===== src/rtl/boot_ctrl_pkg.sv =====
// boot_ctrl_pkg: shared FSM state, host request bundle and counter-width helper for boot_run_ctrl.
package boot_ctrl_pkg;
  typedef enum logic [2:0] {IDLE, LOAD, CORE_RST, RUN, DONE} ctrl_state_t;
  localparam int HOST_AW = 32;
  localparam int HOST_DW = 32;
  typedef struct packed {
    logic               sel;
    logic               write;
    logic [HOST_AW-1:0] addr;
    logic [HOST_DW-1:0] wdata;
  } host_req_t;
  function automatic int cnt_w(input int n);
    return (n < 1) ? 1 : $clog2(n + 1);
  endfunction
endpackage


===== src/rtl/host_xact_port.sv =====
// host_xact_port: one access per pselect assertion, one-cycle pready, range check and read-data return.
module host_xact_port
  import boot_ctrl_pkg::*;
#(
  parameter int DATA_LENGTH    = 32,
  parameter int ADDRESS_LENGTH = 12
) (
  input  logic                      clk,
  input  logic                      rst_n,
  input  logic                      own,
  input  host_req_t                 req,
  input  logic [DATA_LENGTH-1:0]    mem_rdata,
  output logic                      fire,
  output logic                      acc,
  output logic                      we,
  output logic                      err,
  output logic                      pready,
  output logic [ADDRESS_LENGTH-1:0] addr,
  output logic [DATA_LENGTH-1:0]    wdata,
  output logic [DATA_LENGTH-1:0]    data_out
);
  logic armed, rd_q, oor;
  assign oor      = |req.addr[HOST_AW-1:ADDRESS_LENGTH];
  assign fire     = req.sel & armed;
  assign acc      = fire & ~oor & own;
  assign we       = acc & req.write;
  assign err      = fire & oor;
  assign addr     = acc ? req.addr[ADDRESS_LENGTH-1:0] : '0;
  assign wdata    = acc ? DATA_LENGTH'(req.wdata) : '0;
  assign data_out = rd_q ? mem_rdata : '0;
  // armed comes out of reset low so a held pselect cannot fire before a released cycle
  always_ff @(posedge clk or negedge rst_n) begin
    if (!rst_n) begin
      armed  <= 1'b0;
      pready <= 1'b0;
      rd_q   <= 1'b0;
    end else begin
      armed  <= ~req.sel;
      pready <= fire;
      rd_q   <= acc & ~req.write;
    end
  end
endmodule


===== src/rtl/boot_run_ctrl.sv =====
// boot_run_ctrl: load/reset/run/done sequencer for the multicycle core with host/core memory arbitration.
module boot_run_ctrl
  import boot_ctrl_pkg::*;
#(
  parameter int DATA_LENGTH    = 32,
  parameter int ADDRESS_LENGTH = 12,
  parameter int RST_CYCLES     = 2,
  parameter int RUN_TIMEOUT    = 40000
) (
  input  logic                      clk,
  input  logic                      rst_n,
  input  logic                      instruction_load_start,
  input  logic                      core_select,
  input  logic                      pselect,
  input  logic                      pwrite,
  input  logic [31:0]               addr_in,
  input  logic [31:0]               data_in,
  output logic                      pready,
  output logic [DATA_LENGTH-1:0]    data_out,
  output logic                      core_rst_n,
  input  logic                      core_halt,
  input  logic                      core_mem_en,
  input  logic                      core_mem_write_en,
  input  logic [ADDRESS_LENGTH-1:0] core_mem_addr,
  input  logic [DATA_LENGTH-1:0]    core_mem_data_in,
  output logic [DATA_LENGTH-1:0]    core_mem_data_out,
  output logic                      mem_en,
  output logic                      mem_we,
  output logic [ADDRESS_LENGTH-1:0] mem_addr,
  output logic [DATA_LENGTH-1:0]    mem_wdata,
  input  logic [DATA_LENGTH-1:0]    mem_rdata,
  output logic                      run_complete,
  output logic                      timeout,
  output logic                      load_err,
  output logic [ADDRESS_LENGTH:0]   load_count
);
  localparam int RCW = cnt_w(RUN_TIMEOUT);
  localparam int SCW = cnt_w(RST_CYCLES);
  localparam logic [RCW-1:0] RUN_LAST = RCW'((RUN_TIMEOUT > 0) ? RUN_TIMEOUT - 1 : 0);
  localparam logic [SCW-1:0] RST_LAST = SCW'((RST_CYCLES > 0) ? RST_CYCLES - 1 : 0);
  ctrl_state_t state;
  logic [RCW-1:0] run_cnt;
  logic [SCW-1:0] rst_cnt;
  host_req_t req;
  logic own, run, timeout_hit, h_fire, h_acc, h_we, h_err;
  logic [ADDRESS_LENGTH-1:0] h_addr;
  logic [DATA_LENGTH-1:0] h_wdata;
  assign req         = '{pselect, pwrite, addr_in, data_in};
  assign own         = state inside {IDLE, LOAD, DONE};
  assign run         = state == RUN;
  assign timeout_hit = (RUN_TIMEOUT != 0) && (run_cnt == RUN_LAST);
  host_xact_port #(.DATA_LENGTH(DATA_LENGTH), .ADDRESS_LENGTH(ADDRESS_LENGTH)) u_port (
    .clk(clk), .rst_n(rst_n), .own(own), .req(req), .mem_rdata(mem_rdata),
    .fire(h_fire), .acc(h_acc), .we(h_we), .err(h_err), .pready(pready),
    .addr(h_addr), .wdata(h_wdata), .data_out(data_out)
  );
  // ownership follows registered state only; host side is already zero when it has no access
  assign mem_en            = run ? core_mem_en : h_acc;
  assign mem_we            = run ? core_mem_write_en : h_we;
  assign mem_addr          = run ? core_mem_addr : h_addr;
  assign mem_wdata         = run ? core_mem_data_in : h_wdata;
  assign core_mem_data_out = mem_rdata;
  always_ff @(posedge clk or negedge rst_n) begin
    if (!rst_n) begin
      state        <= IDLE;
      core_rst_n   <= 1'b0;
      run_complete <= 1'b0;
      timeout      <= 1'b0;
      load_err     <= 1'b0;
      load_count   <= '0;
      run_cnt      <= '0;
      rst_cnt      <= '0;
    end else begin
      if (h_err) load_err <= 1'b1;
      if (state == LOAD && h_we && ~&load_count) load_count <= load_count + 1'b1;
      case (state)
        IDLE:
          if (instruction_load_start) begin
            state      <= LOAD;
            load_count <= '0;
            load_err   <= h_err;
          end else if (core_select) begin
            state        <= CORE_RST;
            rst_cnt      <= '0;
            run_complete <= 1'b0;
            timeout      <= 1'b0;
          end
        LOAD: if (!instruction_load_start && !h_fire) state <= IDLE;
        CORE_RST:
          if (rst_cnt == RST_LAST) begin
            state      <= RUN;
            run_cnt    <= '0;
            core_rst_n <= 1'b1;
          end else rst_cnt <= rst_cnt + 1'b1;
        RUN:
          if (!core_select) begin
            state      <= IDLE;
            core_rst_n <= 1'b0;
          end else if (core_halt || timeout_hit) begin
            state        <= DONE;
            core_rst_n   <= 1'b0;
            run_complete <= 1'b1;
            timeout      <= ~core_halt;
          end else run_cnt <= run_cnt + 1'b1;
        DONE:
          if (!core_select) begin
            state        <= IDLE;
            run_complete <= 1'b0;
          end
        default: state <= IDLE;
      endcase
    end
  end
endmodule


===== config.mk =====
export PLATFORM = sky130hd
export DESIGN_NAME = boot_run_ctrl
export DESIGN_NICKNAME = d
export VERILOG_FILES = /design/src/rtl/boot_ctrl_pkg.sv /design/src/rtl/host_xact_port.sv /design/src/rtl/boot_run_ctrl.sv
export SDC_FILE = /design/constraint.sdc
export NUM_CORES = 1
export LEC_CHECK = 0
export BUFFER_PORTS_ARGS = -buffer_cell sky130_fd_sc_hd__buf_2
export CORE_AREA = 3 3 106 108
export CTS_CLUSTER_DIAMETER = 100
export DETAILED_ROUTE_END_ITERATION = 7
export DIE_AREA = 0 0 109 111
export GPL_TIMING_DRIVEN = 0
export HOLD_SLACK_MARGIN = 0.15
export PLACE_DENSITY = 0.66
export SKIP_CTS_REPAIR_TIMING = 1
export SLEW_MARGIN = 5
export SYNTH_ARGS = -nofsm -noshare
export SYNTH_HDL_FRONTEND = slang
export SYNTH_SLANG_ARGS = --single-unit

===== constraint.sdc =====
create_clock -name clk -period 2.7 [get_ports clk]
set_input_delay 0.135 -clock clk [delete_from_list [all_inputs] [get_ports clk]]
set_output_delay 0.135 -clock clk [all_outputs]
set_load 0.005 [all_outputs]

======== Word-level counts from Yosys, hierarchy flattened ========
Index checks and enable logic that the tools add are counted.
word-level totals
  register bits after elaboration ......... 41
  output and inout port bits .............. 128
operators by class
  add/subtract/negate cells ............... 3
  eq/ne operators ......................... 17
  mux-type cells .......................... 42
  bitwise logic cells ..................... 10
  reduce and logical (&&, ||, !) cells .... 21
operators with widths
  operator                 count
  $mux W32                 3
  $mux W16                 3
  $mux W13                 3
  $pmux W16 S2             1
  $mux W12                 2
  $mux W3                  7
  $reduce_or A20 Y1        1
  $add A16 B1 Y16 const B  1
  $eq A16 B16 Y1 const B   1
  $mux W1                  15
  $pmux W3 S5              1
  $ne A2 B2 Y1 const B     7
  $add A13 B1 Y13 const B  1
  $reduce_and A13 Y1       1
  $reduce_and A5 Y1        2
  $reduce_and A4 Y1        2
  $and A1 B1 Y1            6
  $eq A3 B2 Y1 const B     2
  $mux W2                  3
  $reduce_and A6 Y1        1
  $reduce_bool A2 Y1       3
  $reduce_bool A3 Y1       2
  $ne A2 B1 Y1 const B     2
  $not A1 Y1               4
  other kinds (14)         19

======== Depth between registers and ports, before layout ========
Gate-level depths: netlist (run 1).
  word-level depth ........................ 10
  mapped depth ............................ 8

======== Cells and area by module ========
Synthesis (run 1) repeated with hierarchy kept, for this count alone.
second synthesis, totals
  cells, all modules ...................... 607
  area, all modules ....................... 4180.3 um^2
modules (own cells, without submodules)
  module          instances  cells an instance  area an instance (um^2)  sequential area each (um^2)
  boot_run_ctrl   1          444                3161.8                   950.9
  host_xact_port  1          163                1018.5                   75.1

======== Worst setup path after synthesis (run 1) ========
OpenSTA, ideal clock, no wires.
  path type ............................... flip-flop to flip-flop
  from .................................... reg state[1]
  to ...................................... reg load_count[8]
  data arrival time ....................... 2.063 ns
  setup slack ............................. 0.559 ns
  stages on the path, launching flop included .. 7
  clock period less this slack ............ 2.141 ns
  cell sequence ........................... dfrtp_1 > nand3b_1 > or3_4 > or4b_1 > buf_2 > or4_1 > a21oi_1
between the ends
  longest elaborated chain between the ends .. 9
  elaborated cells on any way between the ends .. 11
  those cells by class .................... 2 x eq/ne; 3 x mux; 2 x bitwise; 4 x reduce/logical
ends and longest elaborated chain
  item                                        RTL line                                  source
  start: declaration                          boot_run_ctrl.sv:41                       ctrl_state_t state;
  start signal: assignment                    boot_run_ctrl.sv:65                       state <= IDLE;
  start signal: assignment                    boot_run_ctrl.sv:79                       state <= LOAD;
  start signal: assignment                    boot_run_ctrl.sv:83                       state <= CORE_RST;
  $eq A3 B1 Y1, or another cell as far along  boot_run_ctrl.sv:49, boot_run_ctrl.sv:75
  $reduce_bool A3 Y1                          boot_run_ctrl.sv:49                       assign own = state inside {IDLE, LOAD, DONE};
  $and A1 B1 Y1                               host_xact_port.sv:25                      assign acc = fire & ~oor & own;
  $and A1 B1 Y1                               host_xact_port.sv:26                      assign we = acc & req.write;
  $logic_and A1 B1 Y1 (2 in a row)            boot_run_ctrl.sv:75                       if (state == LOAD && h_we && ~&load_count) load_count <= load_count + 1'b1;
  $mux W13                                    boot_run_ctrl.sv:75
  $mux W13                                    boot_run_ctrl.sv:78                       if (instruction_load_start) begin
  $mux W13 (*)                                boot_run_ctrl.sv:76                       case (state)
  end signal: assignment                      boot_run_ctrl.sv:75
  end: declaration                            boot_run_ctrl.sv:35                       output logic [ADDRESS_LENGTH:0] load_count
Mark *: on every way between the ends. The rest lies on a longest branch, timed or not.
A chain may end at the register's enable or synchronous reset.

======== Worst setup path in the final report (run 1) ========
  from .................................... reg state[0]
  to ...................................... out mem_wdata[23]
between the ends
  longest elaborated chain between the ends .. 5
  elaborated cells on any way between the ends .. 8
  those cells by class .................... 3 x eq/ne; 2 x mux; 1 x bitwise; 2 x reduce/logical
ends and longest elaborated chain
  item                                        RTL line              source
  $eq A3 B1 Y1, or another cell as far along  boot_run_ctrl.sv:49
  $reduce_bool A3 Y1                          boot_run_ctrl.sv:49
  $and A1 B1 Y1                               host_xact_port.sv:25
  $mux W32                                    host_xact_port.sv:29  assign wdata = acc ? DATA_LENGTH'(req.wdata) : '0;
  $mux W32 (*)                                boot_run_ctrl.sv:61   assign mem_wdata = run ? core_mem_data_in : h_wdata;
  end: declaration                            boot_run_ctrl.sv:30   output logic [DATA_LENGTH-1:0] mem_wdata,
Marks and branches as above.

==> results of run 1 <==
==> final timing paths <==
path                       depth (start not counted)       endpoint     startpoint
max reg2reg                                        8  load_count[0]  load_count[0]
max in group asynchronous                          2     rst_cnt[0]          rst_n
min in group asynchronous                          2  load_count[3]          rst_n
max                                                6  mem_wdata[23]       state[0]
min reg2reg                                        2     core_rst_n     core_rst_n
min                                                2       state[2]    core_select
==> registers in the layout, indices dropped and copies added (netlist names) <==
name and flops:
u_port.pready 1, rst_cnt 2, u_port.armed 1, u_port.rd_q 1
state 3, timeout 1, run_cnt 16, core_rst_n 1
load_count 13, load_err 1, run_complete 1
==> cells in the mapped netlist (2+ instances only) <==
cell      count
nand2_1      29
and3b_1       2
or3_1         5
clkbuf_1     14
ha_1          3
nand3_1      10
o211ai_1      4
nand3b_1      3
buf_4        32
inv_1        12
a31oi_1       2
a21oi_1      15
nor2_1       28
mux2i_1       3
and3_1        2
nor3b_1       3
dfrtp_1      41
o21ai_1       6
xor2_1        5
and2_1       32
o31ai_1       4
nor4_1        9
nand4_1       8
or4b_1        2
xnor2_1       7
nor2b_1       4
nor3_1        3
a22o_1       46
nand2b_1      3
o21a_1        2
buf_2         6
nor4b_1       2
or4_1         3
o21ai_0       7
and4_1        2
a21o_1        2
==> cell type report <==
| type | count | area, µm² |
|---|---|---|
| fillers | 1000 | 5460 |
| well taps | 136 | 170 |
| plain buffers | 52 | 328 |
| inverters | 12 | 45.0 |
| clock inverters | 1 | 30.0 |
| repair buffers | 280 | 1420 |
| flip-flops and latches | 41 | 1030 |
| clock buffers | 7 | 86.3 |
| multi-input cells | 270 | 1760 |
==> layer usage <==
layer / vias up / routed length, µm / part of all wire
met2: 203 / 6330 / 0.52
li1: 1911 / - / -
met4: 2 / 316 / 0.026
met3: 21 / 1070 / 0.089
met5: - / 8 / 0.00066
met1: 1840 / 4370 / 0.36
==> worst register-to-register path, stage by stage, from the launching register on <==
cell and delay [ps]:
dfrtp_1 420, ha_1 210, nand4_1 150, or4_1 550
or4b_1 180, buf_2 190, buf_2 260, xor2_1 170
nor2_1 60
==> per-stage QoR <==
stage	utilization	std cells	total power [µW]	setup slack, ps
6_report	0.472	799	2540	214
5_1_grt	0.472	799	2720	47.9
4_1_cts	0.467	795	2550	30.6
3_5_place_dp	0.456	787	2030	231
3_3_place_gp	0.456	787	2000	268
2_1_floorplan	-	375	1490	559
==> power groups by stage <==
stage	logic [µW]	registers (µW)	clock network (µW)
after floorplan	705	782	0
after global placement	1200	795	0
after detailed placement	1230	801	0
after CTS	1230	789	530
after global routing	1360	807	557
final	1230	791	516
==> logic make-up (layout without fill, tap and decap cells) <==
group           after synthesis  count (layout)  share of synthesized area
buf+inv                      64             352                      0.117
simple gates                156             156                      0.278
xor+xnor                     12              12                     0.0333
fa+ha+maj                     3               3                     0.0119
mux                           3               3                    0.00952
compound gates               96              96                      0.226
flops                        41              41                      0.325
==> key figures, run 1 <==
Synth
  • Mapped Area: between 3000 and 4000 µm²
  • Syn Inst Count: 375
  • EDFF count, synth: 0
  • Sequential share of the synthesized area: 0.325
  • Top FF cell, synth: dfrtp_1
  • Yosys top cell area share: 0.325
  • Netlist cell types: 50
  • Largest cells by area after synthesis: dfrtp_1, a22o_1, buf_4, and2_1, nand2_1
  • Register bit total from synthesis: 41
  • Async SR Flop Fraction: 1.00
  • Avg Cell Area, Syn: 8.41 µm²
  • Cell taking the most area after synthesis: dfrtp_1
  • Post-Syn Nets: between 500 and 600
  • Synth warn: 0

Route
  • Vias: ~4000
  • Post-Route WL: 12100 µm
  • Initial DRC count: 159
  • Via density: 4.98
  • Routed Antenna Nets: 0
  • WL/cell: roughly 15 µm
  • DRC: 0
  • DR pass1 iterations: 4

CTS
  • CTS max path bufs: 2
  • Worst-Skew Late Latency: between 200 and 300 ps
  • Root buf cell: clkbuf_8
  • CTS sink cnt: 41
  • H-tree levels: 2
  • Worst-path clk slew: 80 ps
  • Num CTS Buffers: 5
  • CTS tree: yes

Floorplanning
  • I/O Pins: 277
  • Die Footprint: between 10000 and 15000 µm²
  • Core Region: 10300 µm²
  • Die height: 111 µm
  • X dimension of the die: 109 µm
  • # rows: 37
  • Initial Utilization: 0.306

GRT
  • GRT busiest layer: met2
  • First-pass GRT wire length: between 15000 and 20000 µm
  • Global Route met1 Usage: 0.201
  • Met2 GRT Util: 0.349
  • Met3 GRT Util: 0.0355
  • GR Util All Layers: 0.185
  • GRT overflow: 0
  • Initial antenna violation count: 1
  • Largest net degree at the start of global routing: 42
  • Vias in the first global route: between 3000 and 4000

Timing
  • Fin. max-slew vios: 0
  • WHS: 170 ps
  • Setup-failing EPs final: 0
  • Final hold vios: 0
  • F_max: 402 MHz
  • Worst Max-Slew Pin Slew: 952 ps
  • Tcrit/Tclk final: 0.921
  • Post-route minimum period: 2490 ps
  • Clock skew: 9.53 ps
  • RSZ-0062 raised after global routing: no
  • Fin Setup TNS: 0 ps
  • Max_slew headroom: 0.365

Final layout
  • N_diodes: 0
  • Nets@finish: just over 800
  • Most common cell after layout, fill and taps aside: buf_2
  • Design area: around 5000 µm²
  • Layout cells sized above 1: 0.493
  • Area Overhead vs Synth: 54.3%
  • Commonest cells after routing, fill and taps aside: buf_2, a22o_1, dfrtp_1, and2_1, buf_4

Status
  • Status: finished, final reports clean

Pwr
  • Switching Fraction: 0.371
  • Pwr Density: 521 nW/µm²
  • Switching pwr: 941 µW
  • Flop pwr share: 0.312
  • Worst vdd ir: 0.317 mV
  • Clock group share of total power: 0.204
  • P_int: 1590 µW
  • Leak: 0.00269 µW
  • Combinational power share: 0.485

Setup path
  • Arr. time, crit path: 2350 ps
  • Crit-path cells: clkbuf_1 > a2111oi_0 > clkbuf_2 > buf_2 > a22o_1 > buf_2
  • CP max-delay cell: a2111oi_0
  • Setup slack, reg-to-reg: 370 ps
  • CP bufs+invs: 4
  • CP startpoint kind: flip-flop
  • Worst path most repeated cell: buf_2
  • Crit path largest cell delay: 580 ps
  • CP required: 2570 ps
  • CP Class: reg2out
  • CP Capture Type: output pin
  • Crit path max fanout: 10
  • Top cell family by delay on the critical path: buffers and inverters

Placement
  • Input/output buffers: between 200 and 300
  • Hpwl dp: 10400 µm
  • RePlAce Congestion: 0.887
  • Placed instance area: 4710 µm²

Run
  • Number of max-cap violations: 0

Worst hold path
  • HP Class: in2reg
Power figures use the tool's default switching activity.
==> inputs of run 2 (changes only) <==
--- a/config.mk
+++ b/config.mk
@@ -5,14 +5,17 @@
 export SDC_FILE = /design/constraint.sdc
 export NUM_CORES = 1
 export LEC_CHECK = 0
+export ABC_AREA = 1
 export BUFFER_PORTS_ARGS = -buffer_cell sky130_fd_sc_hd__buf_2
 export CORE_AREA = 3 3 106 108
 export CTS_CLUSTER_DIAMETER = 100
+export CTS_CLUSTER_SIZE = 24
 export DETAILED_ROUTE_END_ITERATION = 7
 export DIE_AREA = 0 0 109 111
 export GPL_TIMING_DRIVEN = 0
 export HOLD_SLACK_MARGIN = 0.15
-export PLACE_DENSITY = 0.66
+export PLACE_DENSITY = 0.7
+export RECOVER_POWER = 50
 export SKIP_CTS_REPAIR_TIMING = 1
 export SLEW_MARGIN = 5
 export SYNTH_ARGS = -nofsm -noshare
==> run 2 against run 1 <==
Total power down 4.7%; worst hold slack improved by 15 ps; global-route usage increased by 3.8 points; worst setup slack improved by 100 ps; clock skew down 2.7 ps; register-to-register slack better by 510 ps; non-clock buffer count increased by 2; critical path type unchanged; critical endpoint is now mem_we.
==> key figures, run 2 <==
Pwr
  • Pwr Density: 466 nW/µm² (-11%)
  • Leak: 0.00310 µW (+15%)
  • Worst vdd ir: 0.344 mV (+8.5%)

Timing
  • Tcrit/Tclk final: 0.883 (-0.0381)
  • Final hold vios: 0 (unchanged)
  • Fin Setup TNS: 0 ps (unchanged)
  • F_max: 420 MHz (+4.3%)
  • Worst Max-Slew Pin Slew: 1030 ps (+73.5 ps)
  • Setup-failing EPs final: 0 (unchanged)
  • WHS: 185 ps (+15.2 ps)
  • Fin worst setup slack: 317 ps (+103 ps)
  • Max_slew headroom: 0.316 (-0.0490)
  • RSZ-0062 raised after global routing: no
  • Post-route minimum period: 2380 ps (-103 ps)
  • Fin. max-slew vios: 0 (unchanged)
  • Clock skew: 6.83 ps (-2.69 ps)

Synth
  • Synth cell count leaders: nand2_1, inv_1, nor2_1
  • Register bit total from synthesis: 41 (unchanged)
  • Mapped Area: 3570 µm² (+13%)
  • Netlist cell types: 42 (-16%)
  • Sequential share of the synthesized area: 0.288 (-0.0374)
  • Post-Syn Nets: 658 (+25%)
  • Yosys top cell area share: 0.288 (-0.0374)
  • Count leader, synth: nand2_1
  • Largest cells by area after synthesis: dfrtp_1, nand2_1, a32o_1, inv_1, buf_4
  • Synth warn: 0 (unchanged)
  • Top FF cell, synth: dfrtp_1
  • EDFF count, synth: 0 (unchanged)
  • Async SR Flop Fraction: 1.00 (unchanged)
  • Cell taking the most area after synthesis: dfrtp_1
  • Avg Cell Area, Syn: 7.05 µm² (-16%)
  • Syn Inst Count: 506 (+35%)

Route
  • DRC: 0 (unchanged)
  • Post-Route WL: 14100 µm (+17%)
  • Initial DRC count: 317 (+99%)
  • Vias: 4508 (+13%)
  • Routed Antenna Nets: 0 (unchanged)
  • DR pass1 iterations: 5 (+1)
  • Via density: 4.85 (-2.6%)
  • WL/cell: 15.2 µm (+0.44%)

Floorplanning
  • Initial Utilization: 0.345 (+0.0398)
  • I/O Pins: 277 (unchanged)
  • # rows: 37 (unchanged)
  • Die Footprint: 12100 µm² (unchanged)
  • Core Region: 10300 µm² (unchanged)
  • X dimension of the die: 109 µm (unchanged)
  • Die height: 111 µm (unchanged)

Final layout
  • Area Overhead vs Synth: 45.5%
  • Top flop regs: run_cnt x16, load_count x13, state x3
  • Register with the most flip-flops: run_cnt
  • Nets@finish: 944 (+16%)
  • Sequential cell area: 1030 µm² (unchanged)
  • Most common cell after layout, fill and taps aside: buf_2
  • Layout cells sized above 1: 0.406 (-0.0872)
  • Fill cells: 1099 (+9.9%)
  • Largest register FFs: 16 (unchanged)
  • Final core utilization: 0.503 (+0.0311)
  • Multi-input gate area: 1890 µm² (+7.2%)
  • Commonest cells after routing, fill and taps aside: buf_2, nand2_1, inv_1, nor2_1, a32o_1

Placement
  • Input/output buffers: 276 (unchanged)
  • RePlAce Congestion: 0.932 (+5.1%)
  • Hpwl dp: 11800 µm (+14%)
  • Post-Place Worst Slack: 690 ps (+459 ps)

Setup path
  • Crit path largest cell delay: 460 ps (-120 ps)
  • CP Class: reg2out
  • Arr. time, crit path: 2250 ps (-100 ps)
  • CP required: 2570 ps (about the same)
  • CP Capture Type: output pin
  • Top cell family by delay on the critical path: buffers and inverters
  • Crit path max fanout: 10 (unchanged)
  • Crit-path cells: inv_2 > nor3_4 > buf_2 > buf_2 > nand2_1 > o21ai_0 > buf_2
  • CP startpoint kind: flip-flop
  • CP bufs+invs: 4 (unchanged)
  • CP max-delay cell: dfrtp_1
  • Worst path most repeated cell: buf_2

Worst hold path
  • HP Class: in2reg

GRT
  • First-pass GRT wire length: 21200 µm (+18%)
  • Initial antenna violation count: 9 (+8)
  • Vias in the first global route: 4217 (+15%)
  • GRT overflow: 0 (unchanged)
  • Largest net degree at the start of global routing: 42 (unchanged)
  • GR Util All Layers: 0.223 (+0.0379)

CTS
  • CTS max path bufs: 2 (unchanged)
  • Root buf cell: clkbuf_8
  • Num CTS Buffers: 5 (unchanged)
  • Worst-path clk slew: 80 ps (about the same)
  • Worst-Skew Late Latency: 290 ps (about the same)
  • H-tree levels: 2 (unchanged)
  • CTS tree: yes
  • CTS sink cnt: 41 (unchanged)

Status
  • Status: finished, final reports clean

Run
  • Number of max-cap violations: 0 (unchanged)
-- run 2: cells by family after synthesis --
kind of cell / Yosys count / synth area share
fa+ha+maj: 3 / 0.0105
mux: 1 / 0.00281
flops: 41 / 0.288
buf+inv: 133 / 0.183
xor+xnor: 13 / 0.0319
simple gates: 240 / 0.311
compound gates: 75 / 0.173
-- run 2: path summary, 6_finish.rpt --
kind / from / end / slack, ps / cells after the start
worst min register to register: rst_cnt[0] / rst_cnt[0] / 480 / 1
max in group asynchronous: rst_n / run_cnt[5] / 1530 / 2
worst max-delay path: state[1] / mem_we / 320 / 7
worst min-delay path: core_halt / timeout / 190 / 4
worst max register to register: run_cnt[1] / run_cnt[13] / 880 / 11
min in group asynchronous: rst_n / u_port.armed / 540 / 2
-- run 2: routing by layer --
| metal | up-vias | track usage | part of all wire |
|---|---|---|---|
| met3 | 29 | 0.108 | 0.15 |
| met1 | 1988 | 0.287 | 0.40 |
| met2 | 251 | 0.341 | 0.44 |
| met5 | - | 0 | 0.0075 |
| met4 | 16 | 0.0396 | 0.011 |
| li1 | 2224 | - | - |
-- run 2: area by class of cell --
type	instances	share of cell area
Sequential cell	41	0.198
Tap cell	136	0.0328
Inverter	78	0.0569
Antenna cell	1	0.000482
Clock buffer	8	0.0154
Multi-Input combinational cell	332	0.364
Timing Repair Buffer	279	0.264
Buffer	55	0.0687
-- run 2: report_power, final --
| part | internal, µW | switching, µW | total [µW] |
|---|---|---|---|
| Clock | 184 | 212 | 396 |
| Combinational | 511 | 716 | 1230 |
| Sequential | 707 | 87.5 | 794 |
-- run 2: stage by stage --
stage	total power, µW	std cells	cell area (µm²)
2_1_floorplan	1550	506	3570
3_3_place_gp	2030	918	5120
3_5_place_dp	2040	918	5120
4_1_cts	2440	926	5200
5_1_grt	2620	929	5190
6_report	2420	930	5190
-- run 2: worst reg2reg max path, stage by stage (launching register included) --
cell and delay, ps:
dfrtp_1 370, ha_1 210, nand3_2 160, nor2_4 180, nand3_1 150, nand2_1 120, nand2_2 80, nand2_4 120
inv_4 60, buf_6 140, nand2_1 80, o21ai_2 50
